--- config.mk ---
export PLATFORM = sky130hd
export DESIGN_NAME = xcom_cmd_queue
export DESIGN_NICKNAME = d
export VERILOG_FILES = /design/src/rtl/xcom_cmd_queue.sv
export SDC_FILE = /design/constraint.sdc
export NUM_CORES = 1
export LEC_CHECK = 0
export CORE_UTILIZATION = 45
export DETAILED_ROUTE_END_ITERATION = 12
export PLACE_DENSITY = 0.67
export SLEW_MARGIN = 0
export SYNTH_ARGS = -nofsm -noshare
export SYNTH_HDL_FRONTEND = slang
export SYNTH_SLANG_ARGS = --single-unit
--- constraint.sdc ---
create_clock -name c_clk_i -period 12.1 [get_ports c_clk_i]
set_clock_uncertainty 0.1 [all_clocks]
set_input_delay 1.815 -clock c_clk_i [delete_from_list [all_inputs] [get_ports c_clk_i]]
set_output_delay 1.815 -clock c_clk_i [all_outputs]
set_load 0.01 [all_outputs]
--- src/rtl/xcom_cmd_queue.sv ---
// Command FIFO that replays queued core commands over the xcom local/network 4-phase req/ack link.
// Optional macro XCOM_CMDQ_CNT_EN enables the completed-command counter on cmd_cnt_o.
module xcom_cmd_queue #(
  parameter int AW     = 3,
  parameter int TOUT_W = 10
) (
  input  logic          c_clk_i,
  input  logic          c_rst_i,
  input  logic          core_en_i,
  input  logic          core_loc_i,
  input  logic [7:0]    core_op_i,
  input  logic [31:0]   core_dt_i,
  output logic          core_rdy_o,
  output logic          cmd_loc_req_o,
  input  logic          cmd_loc_ack_i,
  output logic          cmd_net_req_o,
  input  logic          cmd_net_ack_i,
  output logic [7:0]    cmd_op_o,
  output logic [31:0]   cmd_dt_o,
  input  logic          clr_i,
  output logic [AW:0]   q_cnt_o,
  output logic          q_empty_o,
  output logic          q_full_o,
  output logic          busy_o,
  output logic          ovf_o,
  output logic          tout_o,
  output logic [15:0]   cmd_cnt_o
);

  localparam int DEPTH = 1 << AW;
  localparam logic [AW:0] FULL_CNT = {1'b1, {AW{1'b0}}};
  localparam logic [AW:0] PTR_ONE = {{AW{1'b0}}, 1'b1};
  localparam logic [TOUT_W-1:0] TCNT_ONE = {{(TOUT_W-1){1'b0}}, 1'b1};

  localparam logic [1:0] ST_IDLE = 2'd0;
  localparam logic [1:0] ST_REQ  = 2'd1;
  localparam logic [1:0] ST_REL  = 2'd2;

  logic [40:0]       mem [DEPTH];
  logic [40:0]       head;

  logic [AW:0]       wr_ptr_q, wr_ptr_d;
  logic [AW:0]       rd_ptr_q, rd_ptr_d;
  logic [AW:0]       cnt_q, cnt_d;
  logic [1:0]        state_q, state_d;
  logic              loc_sel_q, loc_sel_d;
  logic              loc_req_q, loc_req_d;
  logic              net_req_q, net_req_d;
  logic [7:0]        op_q, op_d;
  logic [31:0]       dt_q, dt_d;
  logic [TOUT_W-1:0] tcnt_q, tcnt_d;
  logic              ovf_q, ovf_d;
  logic              tout_q, tout_d;
  logic [1:0]        net_sync_q, net_sync_d;

  logic full, empty, wr_acc, pop, ack_sel, tout_hit, tout_set;

  // Network ack comes from the x_clk domain; only its synchronized copy is ever used.
  always_comb begin
    net_sync_d = {net_sync_q[0], cmd_net_ack_i};
  end

  always_comb begin
    head     = mem[rd_ptr_q[AW-1:0]];
    full     = (cnt_q == FULL_CNT);
    empty    = (cnt_q == '0);
    wr_acc   = core_en_i & ~full;
    pop      = (state_q == ST_IDLE) & ~empty;
    ack_sel  = loc_sel_q ? cmd_loc_ack_i : net_sync_q[1];
    tout_hit = &tcnt_q;

    wr_ptr_d = wr_acc ? wr_ptr_q + PTR_ONE : wr_ptr_q;
    rd_ptr_d = pop ? rd_ptr_q + PTR_ONE : rd_ptr_q;
    case ({wr_acc, pop})
      2'b10:   cnt_d = cnt_q + PTR_ONE;
      2'b01:   cnt_d = cnt_q - PTR_ONE;
      default: cnt_d = cnt_q;
    endcase

    state_d   = state_q;
    loc_sel_d = loc_sel_q;
    loc_req_d = 1'b0;
    net_req_d = 1'b0;
    op_d      = op_q;
    dt_d      = dt_q;
    tout_set  = 1'b0;

    // Req is raised one cycle after the pop so op/dt are settled before the
    // request edge reaches the (possibly asynchronous) receiver.
    case (state_q)
      ST_IDLE: begin
        if (pop) begin
          state_d   = ST_REQ;
          loc_sel_d = head[40];
          op_d      = head[39:32];
          dt_d      = head[31:0];
        end
      end
      ST_REQ: begin
        if ((loc_req_q | net_req_q) & ack_sel) begin
          state_d = ST_REL;
        end else if (tout_hit) begin
          state_d  = ST_REL;
          tout_set = 1'b1;
        end else begin
          loc_req_d = loc_sel_q;
          net_req_d = ~loc_sel_q;
        end
      end
      ST_REL: begin
        if (!ack_sel) begin
          state_d = ST_IDLE;
        end else if (tout_hit) begin
          state_d  = ST_IDLE;
          tout_set = 1'b1;
        end
      end
      default: state_d = ST_IDLE;
    endcase

    if (state_d != state_q) begin
      tcnt_d = '0;
    end else if (state_q != ST_IDLE) begin
      tcnt_d = tcnt_q + TCNT_ONE;
    end else begin
      tcnt_d = '0;
    end

    // Set events take priority over a coincident clear.
    ovf_d  = (ovf_q & ~clr_i) | (core_en_i & full);
    tout_d = (tout_q & ~clr_i) | tout_set;
  end

  always_ff @(posedge c_clk_i) begin
    if (wr_acc) begin
      mem[wr_ptr_q[AW-1:0]] <= {core_loc_i, core_op_i, core_dt_i};
    end
  end

  always_ff @(posedge c_clk_i) begin
    if (c_rst_i) begin
      wr_ptr_q   <= '0;
      rd_ptr_q   <= '0;
      cnt_q      <= '0;
      state_q    <= ST_IDLE;
      loc_sel_q  <= 1'b0;
      loc_req_q  <= 1'b0;
      net_req_q  <= 1'b0;
      op_q       <= '0;
      dt_q       <= '0;
      tcnt_q     <= '0;
      ovf_q      <= 1'b0;
      tout_q     <= 1'b0;
      net_sync_q <= '0;
    end else begin
      wr_ptr_q   <= wr_ptr_d;
      rd_ptr_q   <= rd_ptr_d;
      cnt_q      <= cnt_d;
      state_q    <= state_d;
      loc_sel_q  <= loc_sel_d;
      loc_req_q  <= loc_req_d;
      net_req_q  <= net_req_d;
      op_q       <= op_d;
      dt_q       <= dt_d;
      tcnt_q     <= tcnt_d;
      ovf_q      <= ovf_d;
      tout_q     <= tout_d;
      net_sync_q <= net_sync_d;
    end
  end

`ifdef XCOM_CMDQ_CNT_EN
  logic [15:0] cmd_cnt_q, cmd_cnt_d;

  always_comb begin
    cmd_cnt_d = cmd_cnt_q;
    if ((state_q == ST_REL) && (state_d == ST_IDLE) && (cmd_cnt_q != 16'hFFFF)) begin
      cmd_cnt_d = cmd_cnt_q + 16'd1;
    end
  end

  always_ff @(posedge c_clk_i) begin
    if (c_rst_i) begin
      cmd_cnt_q <= '0;
    end else begin
      cmd_cnt_q <= cmd_cnt_d;
    end
  end

  assign cmd_cnt_o = cmd_cnt_q;
`else
  assign cmd_cnt_o = 16'h0000;
`endif

  assign core_rdy_o    = ~full;
  assign cmd_loc_req_o = loc_req_q;
  assign cmd_net_req_o = net_req_q;
  assign cmd_op_o      = op_q;
  assign cmd_dt_o      = dt_q;
  assign q_cnt_o       = cnt_q;
  assign q_empty_o     = empty;
  assign q_full_o      = full;
  assign busy_o        = (state_q != ST_IDLE);
  assign ovf_o         = ovf_q;
  assign tout_o        = tout_q;

endmodule
-- Yosys cells after proc, flatten, opt, wreduce, memory -nomap -nowiden
Memory sizes are Yosys's and may differ from the RTL's. A register that Yosys moved wholly into a read port is not among the register bits.
Cells that the tools add are included.
- add/subtract/negate cells: 5
- multipliers: 0
- divide/modulo/power cells: 0
- $lt $le $gt $ge: 0
- eq/ne operators: 6
- shift-type cells: 0
- mux-type cells: 14
- bitwise gates (word level): 15
- reduce and logical (&&, ||, !) cells: 8
- operator list (cell ; number):
    4-bit by 1-bit adder with 4-bit output (second input constant) ; 3
    10-bit by 1-bit adder with 10-bit output (second input constant) ; 1
    2-bit 2-to-1 mux ; 5
    10-bit AND reduction ; 1
    4-bit case mux with 2 select lines ; 1
    1-bit AND ; 6
    1-bit 2-to-1 mux ; 6
    1-bit NOT ; 6
    2-bit case mux with 3 select lines ; 1
    2-bit by 1-bit equality test with 1-bit output (second input constant) ; 2
    2-bit equality test (second input constant) ; 2
    4-bit equality test (second input constant) ; 1
    4-bit logical NOT ; 1
    2-bit nonzero test ; 2
    4-bit OR reduction ; 1
    4-bit by 1-bit subtractor with 4-bit output (second input constant) ; 1
    1-bit bitwise OR ; 3
    3-bit OR reduction ; 1
    2-bit logical NOT ; 1
    2-bit inequality test ; 1
    1-bit case mux with 2 select lines ; 1
    2-bit AND reduction ; 1
- flip-flop bits (word level): 30
- latch bits: 0
- bits in writable memories: 328
- ROM bits: 0
- bits of input ports: 47
- output and inout port bits: 68
- logic and storage cells: 59
- memories: 1
- memory list (name ; words ; width ; read ports ; clocked after memory_dff ; write ports ; RTL line ; text):
    mem ; 8 ; 41 ; 1 ; 1 ; 1 ; 39 ; logic [40:0] mem [DEPTH];

-- Longest topological paths before layout
Gate-level depths: netlist of the first run.
- depth in word-level cells: 7
- gate-level depth with buffers: 12
- mapped depth without buffers: 10

-- Worst setup path after synthesis of the first run
No wires, ideal clock.
- path type: input to register
- start: input core_en_i
- end: memory mem[4][0] (enable)
- library setup time: 556 ps
- arrival time: 6276 ps
- data required time: 11444 ps
- setup slack: 5168 ps
- stages: 2
- cell sequence: nand2_1 -> nor4b_1
- cells in the longest elaborated chain, start to end: 3
- ends and longest elaborated chain (item ; RTL line ; text):
    start: declaration ; 9 ; input logic core_en_i,
    1-bit AND ; 67 ; wr_acc = core_en_i & ~full;
    1-bit 2-to-1 mux ; 135 ; if (wr_acc) begin
    1-bit 2-to-1 mux (implied by the code) ; 136 ; mem[wr_ptr_q[AW-1:0]] <= {core_loc_i, core_op_i, core_dt_i};
    end: declaration ; 39 ;
Every way passes these cells.

-- Final worst setup path of the first run
- start: register cnt_q[0] (netlist: q_cnt_o[0])
- end: output q_empty_o
- cells in the longest elaborated chain, start to end: 1
- ends and longest elaborated chain (item ; RTL line ; text):
    start: declaration ; 44 ; logic [AW:0] cnt_q, cnt_d;
    start signal: assignment ; 158 ; cnt_q <= cnt_d;
    4-bit logical NOT ; 66 ; empty = (cnt_q == '0);
    end: declaration ; 22 ; output logic q_empty_o,
Every way passes these cells.

==> metrics list, run 1 <==
- Fin. Hold Viols: 0
- The critical path in this run is classified as reg2out.
- Tightest Pin Transition: 1.03 ns
* Buffers on Ports: 98
* Routed via count: 7343
* Total wirelength of the detailed-routed design: 29.1 mm
* Number of global-route vias before repair: 7697
* Die Width: 186 um
- Count of unique library cells instantiated by Yosys: 44
- Final-report max-slew violation count: 0
* #FFs+latches synth: 397
* Antenna violations before repair: 1
- Total global-route track usage: 0.176
* Worst r2r path cells: 9
- Number of buffers inserted by post-CTS setup repair: 0
- Required time reported for the critical path endpoint: 10.18 ns
- Biggest area contributors in the synthesized netlist: sky130_fd_sc_hd__edfxtp_1, sky130_fd_sc_hd__mux4_2, sky130_fd_sc_hd__dfxtp_1
* YS warnings: 0
- Clock-pin slew on the worst setup and hold paths: 0.06 ns
- The number of placed instances, taps included, is 1307.
- The number of antenna diodes in the final layout is 0.
- R2R setup slack: 8.76 ns
- Post-Synthesis Mean Instance Area: 19.1 um2
- Number of flops mapped to enable cells by yosys: 328
* Max-capacitance violation count: 0
- After global routing the overflow that remains totals 0.
- The worst setup path is captured at an output pin.
- In the routed design, unresolved DRC markers number 0.
- Leaving out fill and tap cells, the most frequent cells in the layout are sky130_fd_sc_hd__edfxtp_1, sky130_fd_sc_hd__clkdlybuf4s50_1, sky130_fd_sc_hd__mux4_2.
* Number of design-rule violations left by the first detailed-router iteration: 432
* Area fraction of the dominant cell type after synthesis: 0.648
- Counting every instance in the synthesized netlist gives 797.
* Primary FF master, synth: sky130_fd_sc_hd__edfxtp_1
* Maximum resistive drop on vdd: 0.187 mV
* Placer Congestion: 0.708
* Setup repair after global routing missed its margin: no
- In the final layout, the share of cells above drive strength 1 is 0.188.
- Static leakage: 0.00568 uW
* Htree depth: 2
- Entering global routing, the biggest net connects 69 pins.
* Leading cell type in the layout, fill and taps excluded: sky130_fd_sc_hd__edfxtp_1
- Gates resized, CTS repair: 0
* # clock sinks: 397
* Hold-critical path depth: 1
- The worst hold path terminates at net_sync_q[1].
* Initial core utilization: 0.462
- The first TritonRoute pass finished after 5 iterations.
- Post-placement cell area: 16600 um2
* Vias per inst: 5.32
- Capture point of the worst reg-to-reg path: q_cnt_o[3]
* Clock tree root driver cell: sky130_fd_sc_hd__clkbuf_16
* Post-synthesis instance area: 15200 um2
* Final Instance Area: 18000 um2
- Ports placed on the boundary: 115
* CP max FO: 7
* Relative slew slack: 0.311
- DIE HEIGHT: 186 um
* Startpoint of the worst-slack reg-to-reg timing path: state_q[0]
- Dividing the detail-routed wire length by the instance count gives 21.0 um.
- Full die area: 34500 um2
- Fill cells in the final layout number 2596.
- First-pass GRT wire length: 45.2 mm
- NumNets Final: 965
* Core Rows: 66
- For this design the ratio of total power to cell area is 219 nW/um2.
- The floorplan step defined a core boundary enclosing 32900 um2.
- Setup violations remaining at the end of the flow were counted as 0.
- Setup Total Neg Slack: 0 ns
- Relative to the synthesized area, the layout overhead comes to 18.3%.
- Post-layout min period: 4.21 ns
- The tightest min-delay check is of the reg2reg type.
- Highest attainable clock frequency: 237 MHz
- Proportion of register bits with asynchronous set or reset after synthesis: 0
- Arrival time worst endpoint: 2.30 ns
- The flow ran to the end, and the final reports show no timing, DRC or antenna violations.
- The wire-length estimate of the detail-placed layout is 17.0 mm.
* Yosys top cell by area: sky130_fd_sc_hd__edfxtp_1
- CTS tree: done
* Final standard cell count with taps included and fillers excluded: 1381
- Final Cycle Share: 0.348
- Worst Min Path Start: net_sync_q[0]
- Crit path launch type: register
- Clock tree synthesis inserted a total of 40 buffers.
* Fraction of the yosys area taken by sequential cells: 0.739
- Once detail routing completed, the nets flagged for antenna violations numbered 0.
- The longest clock path from root to sink contains 3 buffers.
* Skew-Pair Late Insertion Delay: 0.53 ns
- Number of buffers added to fix hold violations after cts: 0
[registers in the layout, indices dropped and copies added, names as in the netlist, 2 cells and up]
| signal | flops |
|---|---|
| mem | 328 |
| cmd_dt_o | 32 |
| tcnt_q | 10 |
| cmd_op_o | 8 |
| q_cnt_o | 4 |
| rd_ptr_q | 3 |
| wr_ptr_q | 3 |
| net_sync_q | 2 |
| state_q | 2 |
[through the flow]
step	setup WS [ns]	hold slack [ns]	total power (uW)	utilization
after floorplan	5.17	0.314	2390	-
after detailed placement	7.39	0.329	2730	0.506
after CTS	7.81	0.345	4000	0.547
after global placement	7.49	0.322	2710	0.506
final	7.89	0.341	3950	0.547
after global routing	7.67	0.356	4140	0.547
[logic make-up (layout without fill, tap and decap cells)]
kind of cell | Yosys count | after routing | synth area share
and+or+nand+nor | 116 | 116 | 0.0367
AOI/OAI and AO/OA | 63 | 63 | 0.0311
adders and majority gates | 11 | 11 | 0.00955
other | 1 | 16 | 0.000247
xor gates and xnor gates | 14 | 14 | 0.00807
buffers and inverters | 68 | 195 | 0.0241
muxes | 127 | 127 | 0.151
DFF | 397 | 397 | 0.739
[layer usage]
| layer | wire (um) | global-route usage | up-vias |
|---|---|---|---|
| met1 | 12400 | 0.231 | 3726 |
| li1 | - | - | 3390 |
| met2 | 14500 | 0.297 | 182 |
| met3 | 1610 | 0.0382 | 43 |
| met5 | 17 | 0 | - |
| met4 | 593 | 0.0436 | 2 |
[how the worst max path moves through the flow]
stage                          start          to  slack [ns]
after global routing      q_cnt_o[0]   q_empty_o        7.67
after floorplan            core_en_i   mem[4][0]        5.17
after CTS                 q_cnt_o[0]   q_empty_o        7.81
after detailed placement   core_en_i  mem[5][38]        7.39
after global placement     core_en_i  mem[1][37]        7.49
final                     q_cnt_o[0]   q_empty_o        7.89
[report_power, final]
part	internal, uW	leakage (uW)	switching (uW)
sequential	1620	0.00355	136
clock	771	0.000669	502
combinational	477	0.00146	438
[layout make-up]
type / count / area, um2 / share of cell area
flip-flops and latches: 397 / 11200 / 0.625
multi-input cells: 347 / 3700 / 0.206
repair buffers: 112 / 1080 / 0.0601
clock buffers: 44 / 1040 / 0.0577
well taps: 442 / 553 / 0.0307
clock inverters: 30 / 334 / 0.0186
inverters: 9 / 33.8 / 0.00188
[Yosys cell counts (4+ instances only)]
| cell type | n |
|---|---|
| sky130_fd_sc_hd__nand2_1 | 9 |
| sky130_fd_sc_hd__buf_2 | 11 |
| sky130_fd_sc_hd__nor3_1 | 5 |
| sky130_fd_sc_hd__nor2_1 | 63 |
| sky130_fd_sc_hd__ha_1 | 10 |
| sky130_fd_sc_hd__xor2_1 | 7 |
| sky130_fd_sc_hd__mux2i_1 | 44 |
| sky130_fd_sc_hd__buf_4 | 24 |
| sky130_fd_sc_hd__nor4_1 | 11 |
| sky130_fd_sc_hd__nand3_1 | 8 |
| sky130_fd_sc_hd__a211oi_1 | 41 |
| sky130_fd_sc_hd__buf_1 | 7 |
| sky130_fd_sc_hd__clkbuf_1 | 16 |
| sky130_fd_sc_hd__a21oi_1 | 8 |
| sky130_fd_sc_hd__nor4b_1 | 4 |
| sky130_fd_sc_hd__xnor2_1 | 7 |
| sky130_fd_sc_hd__dfxtp_1 | 69 |
| sky130_fd_sc_hd__nor2b_1 | 4 |
| sky130_fd_sc_hd__mux4_2 | 82 |
| sky130_fd_sc_hd__inv_1 | 9 |
| sky130_fd_sc_hd__edfxtp_1 | 328 |
[worst max-delay path: stages (launching register included)]
cell	delay, ns
sky130_fd_sc_hd__dfxtp_1	0.38
sky130_fd_sc_hd__nor4_1	0.72
sky130_fd_sc_hd__clkdlybuf4s50_1	0.67
Power figures use the tool's default switching activity.
==> inputs of run 2 (changes only) <==
--- a/config.mk
+++ b/config.mk
@@ -7,7 +7,7 @@
 export LEC_CHECK = 0
 export CORE_UTILIZATION = 45
 export DETAILED_ROUTE_END_ITERATION = 12
-export PLACE_DENSITY = 0.67
+export PLACE_DENSITY = 0.69
 export SLEW_MARGIN = 0
 export SYNTH_ARGS = -nofsm -noshare
 export SYNTH_HDL_FRONTEND = slang
==> constraint.sdc (replaced) <==
create_clock -name c_clk_i -period 3.75 [get_ports c_clk_i]
set_clock_uncertainty 0.1 [all_clocks]
set_input_delay 0.5625 -clock c_clk_i [delete_from_list [all_inputs] [get_ports c_clk_i]]
set_output_delay 0.5625 -clock c_clk_i [all_outputs]
set_load 0.01 [all_outputs]
==> run 2 against run 1 <==
Non-clock buffer count is 12 higher. Critical path depth is 1 higher. Power grew to 3.3 times the previous value. Register-to-register slack worse by 7.9 ns. Core utilization is 0.73 points higher. Cell count is 1.2% higher. Sequential power grew to 3.2 times the previous value. Die area stayed put. Sequential share of layout area is 0.83 points lower. Clock power grew to 3.4 times the previous value. Combinational power grew to 3.3 times the previous value. Critical path type unchanged. Critical endpoint is now q_full_o. Largest cell class unchanged. Highest routed layer is now met4.
==> metrics list, run 2 (synthesis gave the netlist of run 1 again) <==
* Sequential Power Share: 0.436 (-0.010)
- The post-cts hold buffer count is 0 (unchanged).
- Static leakage: 0.00578 uW (+1.7%)
- The worst-margin pin slew came to 0.935 ns (-0.0929 ns).
- Vias per inst: 5.30 (-0.30%)
- The clock transition at the registers of the reported paths came to 0.06 ns (about the same).
- Fin. Hold Viols: 0 (unchanged)
- Number of flip-flops under the largest register name: 328 (unchanged)
- Crit path launch type: register
- The total number of H-tree levels was 2 (unchanged).
* Detail-routed net length per standard cell: 20.3 um (-3.4%)
- The placer's final routability congestion estimate was 0.796 (+13%).
* Leading cell type in the layout, fill and taps excluded: sky130_fd_sc_hd__edfxtp_1
- Initial core utilization: 0.462 (unchanged)
- The share of cells above drive strength 1 is 0.198 (+0.00941).
* Total CTS buffers: 42 (+5.0%)
- Area of the multi-input gates: 3760 um2 (+1.4%)
- The net switching share of the total power was 0.271 (-0.00204).
- Antenna violations before repair: 0 (-1)
* Buffers on Ports: 98 (unchanged)
* Maximum resistive drop on vdd: 0.485 mV (+160%)
- Core Rows: 66 (unchanged)
* Worst slack on hold paths: 0.344 ns (+0.00274 ns)
* Comb power frac: 0.233 (about the same)
* Skew-Pair Late Insertion Delay: 0.53 ns (about the same)
* Most frequent cells in the layout: sky130_fd_sc_hd__edfxtp_1, sky130_fd_sc_hd__clkdlybuf4s50_1, sky130_fd_sc_hd__mux4_2
- Critical path's slowest cell: sky130_fd_sc_hd__or4b_1
- The number of global-route vias before repair came to 7620 (-1.0%).
- Total net switching power: 3510 uW (+230%)
- The internal cell power was 9460 uW (+230%).
- Highest attainable clock frequency: 337 MHz
- The die width is 186 um (unchanged).
- Relative slew slack: 0.377 (+0.0657)
- Clock power frac: 0.331 (+0.008)
- Core outline area: 32900 um2 (unchanged)
- Dividing the final minimum period by the clock period gives 0.792.
* Pin count of the biggest net entering global routing: 86 (+25%)
- Gates resized, CTS repair: 0 (unchanged)
- The first-pass iteration count of the detailed router came to 4 (-1).
- Area taken by flip-flops and latches: 11200 um2 (unchanged)
- The vias after detailed routing came to 7406 (+0.86%).
- TritonCTS built the clock tree.
- Total wirelength of the detailed-routed design: 28.4 mm (-2.3%)
- In this run the worst hold path is classified as reg2reg.
- # clock sinks: 397 (unchanged)
- On the critical path the largest part of the delay comes from buffers and inverters.
- Remaining Overflow, GRT: 0 (unchanged)
- Total power consumption of the routed design: 13000 uW (+230%)
* CP Cell Sequence: or4b_1 -> inv_1 -> clkdlybuf4s50_1
- DIE HEIGHT: 186 um (unchanged)
* Final-report max-slew violation count: 0 (unchanged)
- NumNets Final: 979 (+1.5%)
- The fill cell instance count of the final layout is 2526 (-2.7%).
- The number of DRC markers in iteration 0 is 447 (+3.5%).
- The run finished with clean final reports.
* Setup repair after global routing missed its margin: no
- The die area is 34500 um2 (unchanged).
* HPWL after DPL: 16.8 mm (-1.3%)
- The total DRC errors in the routed layout was 0 (unchanged).
* Cell area power density: 712 nW/um2 (+220%)
- Post-layout min period: 2.97 ns
- Total global-route track usage: 0.171 (-0.00489)
* Ports placed on the boundary: 115 (unchanged)
* Slowest Stage Delay on Critical Path: 0.67 ns (-0.05 ns)
- The worst setup path is captured at an output pin.
- Path type of the worst setup path: reg2out
- Max-capacitance violation count: 0 (unchanged)
- The buffers plus inverters on the worst setup path was 2 (+1).
* CP max FO: 7 (unchanged)
- Number of diodes: 0 (unchanged)
- The endpoint required time on the critical path came to 3.09 ns (-7.09 ns).
* Clock tree root driver cell: sky130_fd_sc_hd__clkbuf_16
* First-pass GRT wire length: 44.1 mm (-2.4%)
* Arrival time worst endpoint: 2.31 ns (about the same)
- Clock Tree Buf Depth: 3 (unchanged)
- Layout overhead on the synthesized area: 19.9%
* Number of buffers inserted by post-CTS setup repair: 0 (unchanged)
* Setup violations, final: 0 (unchanged)
- Post-detailed-route count of antenna-violating nets: 0 (unchanged)
run 2: cell types whose count changed in the layout (fill, tap and decap cells not counted), sizes merged:
cell,change
clkinv,-8
inv,+1
clkbuf,+10
buf,+12
bufinv,+1
run 2: final cells by class:
type,count,share of cell area
sequential,397,0.617
multi-input combinational,347,0.206
timing repair buffer,124,0.0656
clock buffer,54,0.0601
tap,442,0.0303
clock inverter,24,0.0192
inverter,9,0.00185
run 2: worst paths after layout:
| check | from | endpoint | slack (ns) | cells after the start |
|---|---|---|---|---|
| worst min-delay path | net_sync_q[0] | net_sync_q[1] | 0.34 | 1 |
| worst min register to register | net_sync_q[0] | net_sync_q[1] | 0.34 | 1 |
| worst max-delay path | q_cnt_o[0] | q_full_o | 0.78 | 3 |
| worst max register to register | q_cnt_o[0] | q_cnt_o[3] | 0.91 | 8 |
run 2: per-layer routing:
metal,track usage,vias to the layer above,part of all wire
met1,0.239,3777,0.45
met3,0.0280,35,0.046
met4,0.0413,0,0.014
met2,0.281,174,0.49
met5,0,-,0
li1,-,3420,-
run 2: power by group through the flow:
stage | Sequential, uW | Combinational (uW) | Clock [uW]
after floorplan | 5600 | 2120 | 0
after global placement | 5750 | 3030 | 0
after detailed placement | 5760 | 3070 | 0
after CTS | 5680 | 3090 | 4380
after global routing | 5730 | 3330 | 4550
final | 5660 | 3030 | 4290
run 2: metrics by stage:
step                TNS [ns]  setup WS (ns)  std cells  cell area [um2]  utilization
floorplan             -28.47         -0.272        812            15300            -
global placement           0          0.790       1319            16800        0.511
detailed placement         0          0.735       1319            16800        0.511
CTS                        0          0.744       1397            18200        0.555
global route               0          0.710       1397            18200        0.555
finish                     0          0.779       1397            18200        0.555
==> variant 1: new RTL, settings of run 2 <==
Put one more register stage on the output `q_cnt_o`, cleared by the reset. The value now appears one clock later. The other outputs are not delayed to match.
--- a/src/rtl/xcom_cmd_queue.sv
+++ b/src/rtl/xcom_cmd_queue.sv
@@ -198,5 +198,11 @@
   assign cmd_op_o      = op_q;
   assign cmd_dt_o      = dt_q;
-  assign q_cnt_o       = cnt_q;
+  always_ff @(posedge c_clk_i) begin
+    if (c_rst_i) begin
+      q_cnt_o <= '0;
+    end else begin
+      q_cnt_o <= cnt_q;
+    end
+  end
   assign q_empty_o     = empty;
   assign q_full_o      = full;
Formal check against the unedited RTL: not equivalent (Yosys sat finds a counterexample within 4 cycles, from zero or initial values and one cycle with c_rst_i high).
==> variant 1 against run 2 <==
Sequential share of layout area rose by 0.51 points; cell area decreased by 0.11%; routed wire length rose by 0.67%; setup slack improved by 9.1 ps; worst hold slack improved by 13 ps; synthesized area rose by 0.62%; first-iteration DRC count increased by 8.7%; total power shrank 2.3%; sequential cell count rose by 4; core utilization decreased by 1.0 points; critical path type is now flip-flop to flip-flop.
==> variant 1: results (changes against run 2) <==
* Status: complete, no violations (unchanged)
* Total GRT Usage at 16.82% (was 17.10%)
* Worst r2r src: cnt_q[0] (was q_cnt_o[0])
* DP Area at 16880 µm² (was 16780 µm²)
* Worst R2R Setup Slack at 790 ps (was 910 ps)
* Worst Tran Pin Value at 950.8 ps (was 934.7 ps)
* PortBufs at 98 (unchanged)
* Top cells by count, synth: 328 x edfxtp_1, 82 x mux4_2, 73 x dfxtp_1 (was 328 x edfxtp_1, 82 x mux4_2, 69 x dfxtp_1)
* Final HPWL DP at 16.52 mm (was 16.83 mm)
* Seq/Total Area, Yosys at 73.96% (was 73.89%)
* Post-synth EDFFs at 328 (unchanged)
* Drt wl/cell at 20.36 µm (was 20.32 µm)
* Reg2Reg Depth at 9 (was 8)
* Reg-to-Reg End: cnt_q[3] (was q_cnt_o[3])
* Iteration-0 DRC count of the detailed router at 486 (was 447)
* H-Tree Depth at 2 (unchanged)
* Routed via count at 7515 (was 7406)
* P_sw at 0.003502 W (was 0.003512 W)
* Hold crit path type: flip-flop to flip-flop (unchanged)
* Clock latency on the worst-skew pair at 530 ps (about the same)
* Max reg flops at 328 (unchanged)
* Synth warnings at 0 (unchanged)
* GR Util met3 at 3.348% (was 2.798%)
* Initial antenna violation count at 2 (was 0)
* Global-route wire length before repair at 45.20 mm (was 44.13 mm)
* Synth top area cells: edfxtp_1 64%, mux4_2 12%, dfxtp_1 9.6% (was edfxtp_1 65%, mux4_2 12%, dfxtp_1 9.1%)
* CTS Buf Count at 41 (was 42)
* First-pass DRT Iterations at 5 (was 4)
* Clock transition at path regs at 60 ps (about the same)
* LEAKAGE at 5.753 nW (was 5.777 nW)
* Global placement routability congestion at 0.7917 (was 0.7963)
* Worst hold slack at 356.8 ps (was 343.7 ps)
* Crit path DAT at 3280 ps (was 2310 ps)
* Number of global-route vias before repair at 7735 (was 7620)
* Max IR drop VDD at 0.5082 mV (was 0.4852 mV)
* Fill cells at 2553 (was 2526)
* Maximum root-to-sink buffer count at 3 (unchanged)
* FFs w/ async S/R, synth at 0% (unchanged)
* Fraction of layout cells with a size suffix above 1 at 19.27% (was 19.79%)
* Met2 Track Usage GR at 27.84% (was 28.09%)
* Final nets at 982 (was 979)
* M1 GR Usage at 22.95% (was 23.93%)
[variant 1: layer usage]
layer | vias up | wire, µm | share of wire [%]
li1 | 3435 | - | -
met1 | 3826 | 12520 | 44
met2 | 208 | 13990 | 49
met3 | 44 | 1560 | 5.5
met4 | 2 | 493 | 1.7
met5 | - | 12 | 0.042
[variant 1: stage by stage]
stage	setup slack, ps	cells
finish	788.0	1404
global route	616.1	1403
CTS	790.3	1403
detailed placement	659.1	1329
global placement	682.4	1329
floorplan	-183.5	819
[variant 1: kinds of logic (layout without fill, tap and decap cells)]
logic type	count (synthesis)	after routing	share of synthesized area (%)
muxes	127	127	15.03
xor gates and xnor gates	14	14	0.8018
adders and majority gates	11	11	0.9491
AOI/OAI and AO/OA	63	63	3.093
other	1	17	0.02452
buffers and inverters	68	204	2.397
DFF	401	401	73.96
and+or+nand+nor	119	119	3.739
[variant 1: layout make-up]
class	count	area [µm²]	area share, %
flip-flops and latches	401	11320	62.18
well taps	448	560.5	3.079
repair buffers	121	1199	6.583
diodes	1	2.502	0.01374
clock inverters	17	172.7	0.9483
multi-input cells	350	3770	20.71
clock buffers	57	1147	6.302
inverters	9	33.78	0.1855
[variant 1: how the worst max path moves through the flow]
stage                            to  cells after the start  slack (ps)  startpoint
after detailed placement   cnt_q[3]                      9         660   core_en_i
after global placement     cnt_q[3]                      9         680   core_en_i
after CTS                  cnt_q[3]                      9         790    cnt_q[0]
final                      cnt_q[3]                      9         790    cnt_q[0]
after global routing       cnt_q[3]                      9         620    cnt_q[0]
after floorplan           mem[4][0]                      4        -180    cnt_q[0]
[variant 1: power by group through the flow]
stage	logic [W]	registers [W]	clock network [W]
finish	0.00302	0.00571	0.00394
floorplan	0.00213	0.00564	0
detailed placement	0.00305	0.00582	0
global route	0.00330	0.00578	0.00420
global placement	0.00301	0.00581	0
CTS	0.00307	0.00573	0.00403
[variant 1: worst max-delay path: stages (launching register included)]
cell,delay (ps)
dfxtp_1,360
or4b_1,660
nand2_1,120
buf_4,200
ha_1,240
ha_1,250
a21o_1,180
a21oi_1,180
mux2i_1,220
mux2_2,340
==> variant 2: new RTL, config.mk and constraints of run 2 <==
Without the edit above. Build with the macro `XCOM_CMDQ_CNT_EN` defined.
--- a/src/rtl/xcom_cmd_queue.sv
+++ b/src/rtl/xcom_cmd_queue.sv
@@ -1,4 +1,6 @@
 // Command FIFO that replays queued core commands over the xcom local/network 4-phase req/ack link.
 // Optional macro XCOM_CMDQ_CNT_EN enables the completed-command counter on cmd_cnt_o.
+`define XCOM_CMDQ_CNT_EN
+
 module xcom_cmd_queue #(
   parameter int AW     = 3,
Formal check against the unedited RTL: not equivalent (a bounded check fails within 10 cycles, from zero or initial values and one cycle with c_rst_i high).
==> variant 2 against run 2 <==
Cell area increased by 3.9%; sequential cell count increased by 16; routed wire length increased by 4.1%; core utilization decreased by 0.64 points; setup slack improved by 280 ps; die area increased by 3.7%; synthesized area increased by 3.8%; total power decreased by 1.2%; non-clock buffer count increased by 4; critical endpoint is now busy_o.
==> variant 2: results (changes against run 2) <==
* Status: complete, no violations (unchanged)
* Seq/Total Area, Yosys at 73.25% (was 73.89%)
* Slowest CP cell: clkdlybuf4s50_1 (was or4b_1)
* Iteration-0 DRC count of the detailed router at 461 (was 447)
* Total GRT Usage at 16.79% (was 17.10%)
* Worst r2r src: tcnt_q[0] (was q_cnt_o[0])
* Crit path DAT at 2030 ps (was 2310 ps)
* Worst Tran Pin Value at 920.1 ps (was 934.7 ps)
* LEAKAGE at 5.977 nW (was 5.777 nW)
* Global placement routability congestion at 0.7819 (was 0.7963)
* DR vias/cell at 5.431 (was 5.301)
* Worst R2R Setup Slack at 1160 ps (was 910 ps)
* Drt wl/cell at 20.01 µm (was 20.32 µm)
* Critical Path Max Stage Delay at 600 ps (was 670 ps)
* Maximum root-to-sink buffer count at 3 (unchanged)
* Hold endpoint: tcnt_q[0] (was net_sync_q[1])
* Resized Gates After CTS at 0 (unchanged)
* Final HPWL DP at 16.76 mm (was 16.83 mm)
* M1 GR Usage at 23.76% (was 23.93%)
* Reg2Reg Depth at 8 (unchanged)
* HP Start: tcnt_q[0] (was net_sync_q[0])
* Met2 Track Usage GR at 26.95% (was 28.09%)
* Crit path from: state_q[0] (was q_cnt_o[0])
* Post-synth EDFFs at 328 (unchanged)
* Initial antenna violation count at 2 (was 0)
* Critical Path Fanout Max at 4 (was 7)
* Top cells by count, synth: 328 x edfxtp_1, 85 x dfxtp_1, 82 x mux4_2 (was 328 x edfxtp_1, 82 x mux4_2, 69 x dfxtp_1)
* Avg Inst Size Synth at 18.34 µm² (was 19.07 µm²)
* Fraction of layout cells with a size suffix above 1 at 17.42% (was 19.79%)
* Syn nets at 919
* PortBufs at 114 (was 98)
* First-pass DRT Iterations at 6 (was 4)
* Max IR drop VDD at 0.5561 mV (was 0.4852 mV)
* Placed cells at 1400 (was 1319)
* FFs w/ async S/R, synth at 0% (unchanged)
* GR Util met3 at 3.188% (was 2.798%)
* P_sw at 0.003436 W (was 0.003512 W)
* Reg-to-Reg End: cmd_cnt_o[13] (was q_cnt_o[3])
* Synth top area cells: edfxtp_1 62%, mux4_2 12%, dfxtp_1 11% (was edfxtp_1 65%, mux4_2 12%, dfxtp_1 9.1%)
* Critical Path End: busy_o (was q_full_o)
* Number of global-route vias before repair at 8037 (was 7620)
* Final nets at 1048 (was 979)
* Final wirelength at 29.57 mm (was 28.39 mm)
* Global-route wire length before repair at 46.24 mm (was 44.13 mm)
* Synth warnings at 0 (unchanged)
* Distinct cells, synth at 49 (was 44)
==> variant 2: cell type report <==
class / instances / area [µm²]
fillers: 2712 / 15610
flip-flops and latches: 413 / 11560
multi-input cells: 393 / 4075
repair buffers: 128 / 1306
clock buffers: 56 / 1125
well taps: 455 / 569.3
clock inverters: 21 / 255.2
inverters: 11 / 41.29
diodes: 1 / 2.502
==> variant 2: metal layers <==
metal,vias up,part of all wire [%]
met1,4108,45
met3,46,5.6
met5,-,0.044
li1,3681,-
met2,190,48
met4,2,1.7
==> variant 2: cells by family after synthesis <==
logic type / synth area share, %
AOI/OAI and AO/OA: 3.840
xor gates and xnor gates: 1.111
adders and majority gates: 0.9997
buffers and inverters: 1.388
DFF: 73.25
muxes: 14.58
and+or+nand+nor: 4.832
==> variant 2: stage by stage <==
stage	total power, W	instance area (µm²)	hold slack (ps)	setup WS, ps	utilization [%]
after global routing	0.01344	18930	368.3	954.6	54.81
after global placement	0.008749	17550	328.5	806.4	50.82
after CTS	0.01301	18930	356.6	1035	54.81
after floorplan	0.007633	15780	313.5	228.9	-
after detailed placement	0.008794	17550	348.3	743.4	50.82
final	0.01281	18940	351.6	1061	54.82
==> variant 2: power groups by stage <==
stage	combinational [W]	clock, W	sequential [W]
after floorplan	0.00185	0	0.00578
after global placement	0.00288	0	0.00587
after detailed placement	0.00291	0	0.00588
after CTS	0.00292	0.00429	0.00579
after global routing	0.00314	0.00445	0.00584
final	0.00287	0.00417	0.00577
